<file path="config.mk">
export PLATFORM = sky130hd
export DESIGN_NAME = econ_out_serializer
export DESIGN_NICKNAME = d
export VERILOG_FILES = /design/src/rtl/econ_out_serializer.sv
export SDC_FILE = /design/constraint.sdc
export NUM_CORES = 1
export LEC_CHECK = 0
export CAP_MARGIN = 20
export CELL_PAD_IN_SITES_DETAIL_PLACEMENT = 2
export CELL_PAD_IN_SITES_GLOBAL_PLACEMENT = 2
export CORE_UTILIZATION = 35
export DETAILED_ROUTE_END_ITERATION = 12
export PLACE_DENSITY = 0.81
export SYNTH_ARGS = -nofsm -noshare
export SYNTH_HDL_FRONTEND = slang
export SYNTH_SLANG_ARGS = --single-unit
</file>
<file path="constraint.sdc">
create_clock -name clk -period 58.4 [get_ports clk]
set_input_delay 14.6 -clock clk [delete_from_list [all_inputs] [get_ports clk]]
set_output_delay 14.6 -clock clk [all_outputs]
set_load 0.02 [all_outputs]
</file>
<file path="src/rtl/econ_out_serializer.sv">
// Sink for the ECON core result word: 2-deep frame buffer feeding a ready/valid code serializer.
// Optional per-frame sequence header is enabled by defining ECON_OUT_SER_HDR_EN.
module econ_out_serializer #(
  parameter int NUM_OUT = 10,
  parameter int OUT_W   = 22
) (
  input  logic                     clk,
  input  logic                     rst,
  input  logic [NUM_OUT*OUT_W-1:0] layer5_out_rsc_dat,
  input  logic                     layer5_out_rsc_vld,
  output logic [OUT_W-1:0]         out_dat,
  output logic                     out_vld,
  input  logic                     out_rdy,
  output logic                     out_last,
  output logic                     overflow,
  output logic [7:0]               drop_cnt
);
  localparam int FRAME_W = NUM_OUT * OUT_W;
  localparam int IDX_W   = (NUM_OUT > 1) ? $clog2(NUM_OUT) : 1;
  localparam logic [IDX_W-1:0] LAST_IDX = IDX_W'(NUM_OUT - 1);

`ifdef ECON_OUT_SER_HDR_EN
  typedef enum logic [1:0] {S_IDLE, S_HDR, S_DATA} state_t;
`else
  typedef enum logic {S_IDLE, S_DATA} state_t;
`endif

  state_t             state_q;
  logic [IDX_W-1:0]   idx_q;
  logic [OUT_W-1:0]   out_dat_q;
  logic               out_vld_q;
  logic               out_last_q;
  logic               overflow_q;
  logic [7:0]         drop_cnt_q;

  logic [FRAME_W-1:0] mem_q [2];
  logic               wr_ptr_q;
  logic               rd_ptr_q;
  logic [1:0]         cnt_q;
  logic [1:0]         cnt_d;

  logic               accept;
  logic               pop;
  logic               full;
  logic               push;
  logic               drop;
  logic               start;
  logic               src_from_fifo;
  logic               src_ptr;
  logic [IDX_W-1:0]   idx_inc;
  logic [OUT_W-1:0]   start_dat;
  logic               start_last;
  state_t             start_state;
  logic [OUT_W-1:0]   head_codes [NUM_OUT];

  genvar gi;
  generate
    for (gi = 0; gi < NUM_OUT; gi++) begin : g_codes
      assign head_codes[gi] = mem_q[rd_ptr_q][gi*OUT_W +: OUT_W];
    end
  endgenerate

  // The final code's acceptance frees its slot in the same cycle, so a
  // coincident capture into a full buffer is not a drop.
  assign accept = out_vld_q & out_rdy;
  assign pop    = accept & out_last_q;
  assign full   = (cnt_q == 2'd2);
  assign push   = layer5_out_rsc_vld & (~full | pop);
  assign drop   = layer5_out_rsc_vld & full & ~pop;

  assign start   = (state_q == S_IDLE) ? ((cnt_q != 2'd0) | layer5_out_rsc_vld)
                                       : (pop & (full | push));
  assign idx_inc = idx_q + 1'b1;

  // The next frame comes from the buffer if one is already waiting, otherwise
  // straight from the input so an empty buffer adds no latency.
  assign src_from_fifo = (state_q == S_IDLE) ? (cnt_q != 2'd0) : full;
  assign src_ptr       = (state_q == S_IDLE) ? rd_ptr_q : ~rd_ptr_q;

`ifdef ECON_OUT_SER_HDR_EN
  logic [7:0] seq_q;
  logic [7:0] seq_mem_q [2];
  logic [7:0] new_seq;

  assign new_seq     = src_from_fifo ? seq_mem_q[src_ptr] : seq_q;
  assign start_dat   = {{(OUT_W-8){1'b0}}, new_seq};
  assign start_last  = 1'b0;
  assign start_state = S_HDR;

  always_ff @(posedge clk) begin
    if (rst) begin
      seq_q <= 8'd0;
    end else begin
      if (layer5_out_rsc_vld) seq_q <= seq_q + 8'd1;
      if (push) seq_mem_q[wr_ptr_q] <= seq_q;
    end
  end
`else
  assign start_dat   = src_from_fifo ? mem_q[src_ptr][OUT_W-1:0]
                                     : layer5_out_rsc_dat[OUT_W-1:0];
  assign start_last  = (LAST_IDX == '0);
  assign start_state = S_DATA;
`endif

  always_comb begin
    cnt_d = cnt_q;
    case ({push, pop})
      2'b10:   cnt_d = cnt_q + 2'd1;
      2'b01:   cnt_d = cnt_q - 2'd1;
      default: cnt_d = cnt_q;
    endcase
  end

  always_ff @(posedge clk) begin
    if (rst) begin
      wr_ptr_q   <= 1'b0;
      rd_ptr_q   <= 1'b0;
      cnt_q      <= 2'd0;
      overflow_q <= 1'b0;
      drop_cnt_q <= 8'd0;
    end else begin
      if (push) begin
        mem_q[wr_ptr_q] <= layer5_out_rsc_dat;
        wr_ptr_q        <= ~wr_ptr_q;
      end
      if (pop) rd_ptr_q <= ~rd_ptr_q;
      cnt_q <= cnt_d;
      if (drop) begin
        overflow_q <= 1'b1;
        if (drop_cnt_q != 8'hFF) drop_cnt_q <= drop_cnt_q + 8'd1;
      end
    end
  end

  always_ff @(posedge clk) begin
    if (rst) begin
      state_q    <= S_IDLE;
      idx_q      <= '0;
      out_dat_q  <= '0;
      out_vld_q  <= 1'b0;
      out_last_q <= 1'b0;
    end else if (start) begin
      state_q    <= start_state;
      idx_q      <= '0;
      out_dat_q  <= start_dat;
      out_vld_q  <= 1'b1;
      out_last_q <= start_last;
    end else if (pop) begin
      state_q    <= S_IDLE;
      out_dat_q  <= '0;
      out_vld_q  <= 1'b0;
      out_last_q <= 1'b0;
`ifdef ECON_OUT_SER_HDR_EN
    end else if (accept && state_q == S_HDR) begin
      state_q    <= S_DATA;
      idx_q      <= '0;
      out_dat_q  <= head_codes[0];
      out_last_q <= (LAST_IDX == '0);
`endif
    end else if (accept) begin
      idx_q      <= idx_inc;
      out_dat_q  <= head_codes[idx_inc];
      out_last_q <= (idx_inc == LAST_IDX);
    end
  end

  assign out_dat  = out_dat_q;
  assign out_vld  = out_vld_q;
  assign out_last = out_last_q;
  assign overflow = overflow_q;
  assign drop_cnt = drop_cnt_q;

endmodule

</file>
==> out/qor.txt <==
status: completed
CTS Buf Count: 54
Seq cells post-synth: 482
Starting Density: 35.38%
largest net degree at the start of global routing: 158
xor/xnor share of the synthesized area: 0.5707%
CTS HTree Levels: 2
Max-Cap Viols: 0
Filler cells: 5403
VDD IR max: 0.02048 mV
unrepaired setup endpoints after global routing: no
area taken by multi-input logic gates: 5466 µm²
most frequent cells in the layout: edfxtp_1 (440), clkdlybuf4s50_1 (255), mux2i_1 (179), a22oi_1 (88), clkbuf_16 (55)
Skew-Pair Late Insertion Delay: 610 ps
antenna-violating nets left: 0
Die Area: 57960 µm²
post-synthesis sequential area ratio: 70.44%
number of global-route vias before repair: 13640
setup TNS: 0 ps
Synth async-reset ratio: 0%
relative slew slack: 21.77%
setup violators final: 0
crit-path max FO: 71
Tightest Pin Transition: 1174 ps
CTS root buf: clkbuf_16
Top FF cell, synth: edfxtp_1
power consumption: 0.0008329 W
Yosys Warn Count: 0
Post-CTS Setup Bufs: 0
# placed instances: 2177
Layout area overhead: 25.86%
worst hold slack: 513.1 ps
Synth cell types: 46
Compound-Gate Fraction of Synth Area: 9.514%
die height: 240.8 µm
core area: 56390 µm²
cts hold-fix bufs: 0
Setup Crit Path Kind: in2reg
clk sinks: 482
nets: 1707
fmax: 54.97 MHz
Adder-Cell Fraction of Synth Area: 0.2509%
drt first pass iters: 5
pwr dens: 33.17 nW/µm²
Post-Place Setup Slack: 39110 ps
Worst Slack Setup Final: 40210 ps
Via-to-Cell Ratio: 5.422
Post-DP HPWL: 43.05 mm
Worst EP required: 58660 ps
skew final: 24.32 ps
GPL Wtd Cong: 0.7885
Synth Instances: 1234
TritonCTS clock tree: yes
final non-filler cell total: 2289
I/O Pins: 257
count of final hold-check violations: 0
fin crit period: 18190 ps
final WL: 65.15 mm
post-synthesis simple-gate area fraction: 5.237%
crit share post-route: 31.15%
fin. max-slew vios: 0
Initial DRC Count: 818
largest family of logic cells by synthesized area: multiplexers
clock buffer depth: 3
P_leak: 7.639 nW
total grt overflow: 0
clock transition at the registers of the reported paths: 60 ps
arrival time at the worst endpoint: 18450 ps
number of flops mapped to enable cells by yosys: 440
CTS resizes: 0
Avg Cell Area, Syn: 16.17 µm²
DR vias: 12410
DRC viols: 0
input/output buffers: 256
fraction of layout cells with a size suffix above 1: 10.97%
Crit. End Element: flop
GRT Total Usage: 22.23%
num rows: 87
drt wl/cell: 28.46 µm
Startpoint Class: input pin
Mapped Nets: 1462
multiplexer share of the synthesized area: 11.58%
die width: 240.8 µm
Syn Std Cell Area: 19950 µm²
most common cell after layout, fill and taps aside: edfxtp_1
Worst Hold Class: reg2reg
first-pass GRT wire length: 92.72 mm
initial antenna violation count: 11
FF+latch area: 14060 µm²
-- per-stage QoR --
step           instance area, µm²  utilization, %
4_1_cts                     25030           44.39
3_3_place_gp                23240           41.21
2_1_floorplan               19950               -
5_1_grt                     25110           44.53
6_report                    25110           44.53
3_5_place_dp                23240           41.21
-- metal layers --
metal / track usage, % / vias to the layer above / share of wire, % / wire [µm]
met5: 0 / - / 0.017 / 11
li1: - / 5470 / - / -
met2: 37.76 / 349 / 51 / 32920
met1: 27.54 / 6485 / 40 / 26310
met3: 4.209 / 105 / 5.1 / 3300
met4: 9.877 / 2 / 4.0 / 2612
-- final timing paths --
kind,from,end,slack (ps),depth (start not counted)
worst max register to register,out_vld$_SDFFE_PP0P_,mem_q[1][134]$_DFFE_PP_,53870,10
worst min register to register,overflow$_SDFFE_PP0P_,overflow$_SDFFE_PP0P_,510,2
worst min-delay path,overflow$_SDFFE_PP0P_,overflow$_SDFFE_PP0P_,510,2
worst max-delay path,out_rdy,mem_q[1][134]$_DFFE_PP_,40210,10
-- power by group --
part / switching, W / total [W] / internal, W
Clock: 0.000142 / 0.000349 / 0.000207
Sequential: 0.00000743 / 0.000403 / 0.000396
Combinational: 0.0000481 / 0.0000809 / 0.0000328
Total: 0.000197 / 0.000833 / 0.000636
-- area by class of cell --
type                    instances  share of cell area, %
diodes                         10                0.09966
clock buffers                  69                  5.810
clock inverters                31                  1.325
inverters                      10                 0.1495
multi-input cells             652                  21.77
flip-flops and latches        482                  55.99
well taps                     756                  3.767
repair buffers                279                  11.08
-- kinds of logic after synthesis --
family | after synthesis
flops | 482
simple gates | 195
xor+xnor | 13
compound gates | 237
mux | 203
buf+inv | 100
fa+ha+maj | 4
-- synthesized netlist by cell type (8+ instances only) --
master / n / area share [%]
nor2_1: 22 / 0.41
a21o_1: 23 / 0.87
nand2b_1: 21 / 0.66
mux4_2: 22 / 2.5
nor3_1: 9 / 0.23
a22oi_1: 88 / 3.3
a41oi_2: 20 / 1.6
nand4_1: 44 / 1.4
inv_1: 10 / 0.19
xnor2_1: 8 / 0.35
a31oi_1: 23 / 0.72
nand2_1: 52 / 0.98
a21oi_1: 27 / 0.68
dfxtp_1: 42 / 4.2
edfxtp_1: 440 / 66
mux2i_1: 179 / 9.0
clkbuf_1: 46 / 0.87
buf_4: 16 / 0.60
buf_2: 24 / 0.60
nor2b_1: 26 / 0.82
a211oi_1: 23 / 0.87
o221ai_1: 22 / 0.97
-- registers in the layout (all words and copies together), names as in the netlist, named ones only --
signal,flops
out_vld,1
rd_ptr_q,1
wr_ptr_q,1
overflow,1
out_last,1
idx_q,4
cnt_q,2
mem_q,440
drop_cnt,8
out_dat,22
-- worst max-delay path, cell delays in order --
cell and delay (ps):
clkdlybuf4s50_1 630, nand3_1 240, nand2_1 140, nand2_1 150
nor3b_2 210, buf_4 490, buf_16 310, buf_4 790
buf_4 390, buf_16 360
(Power assumes the default switching activity.)
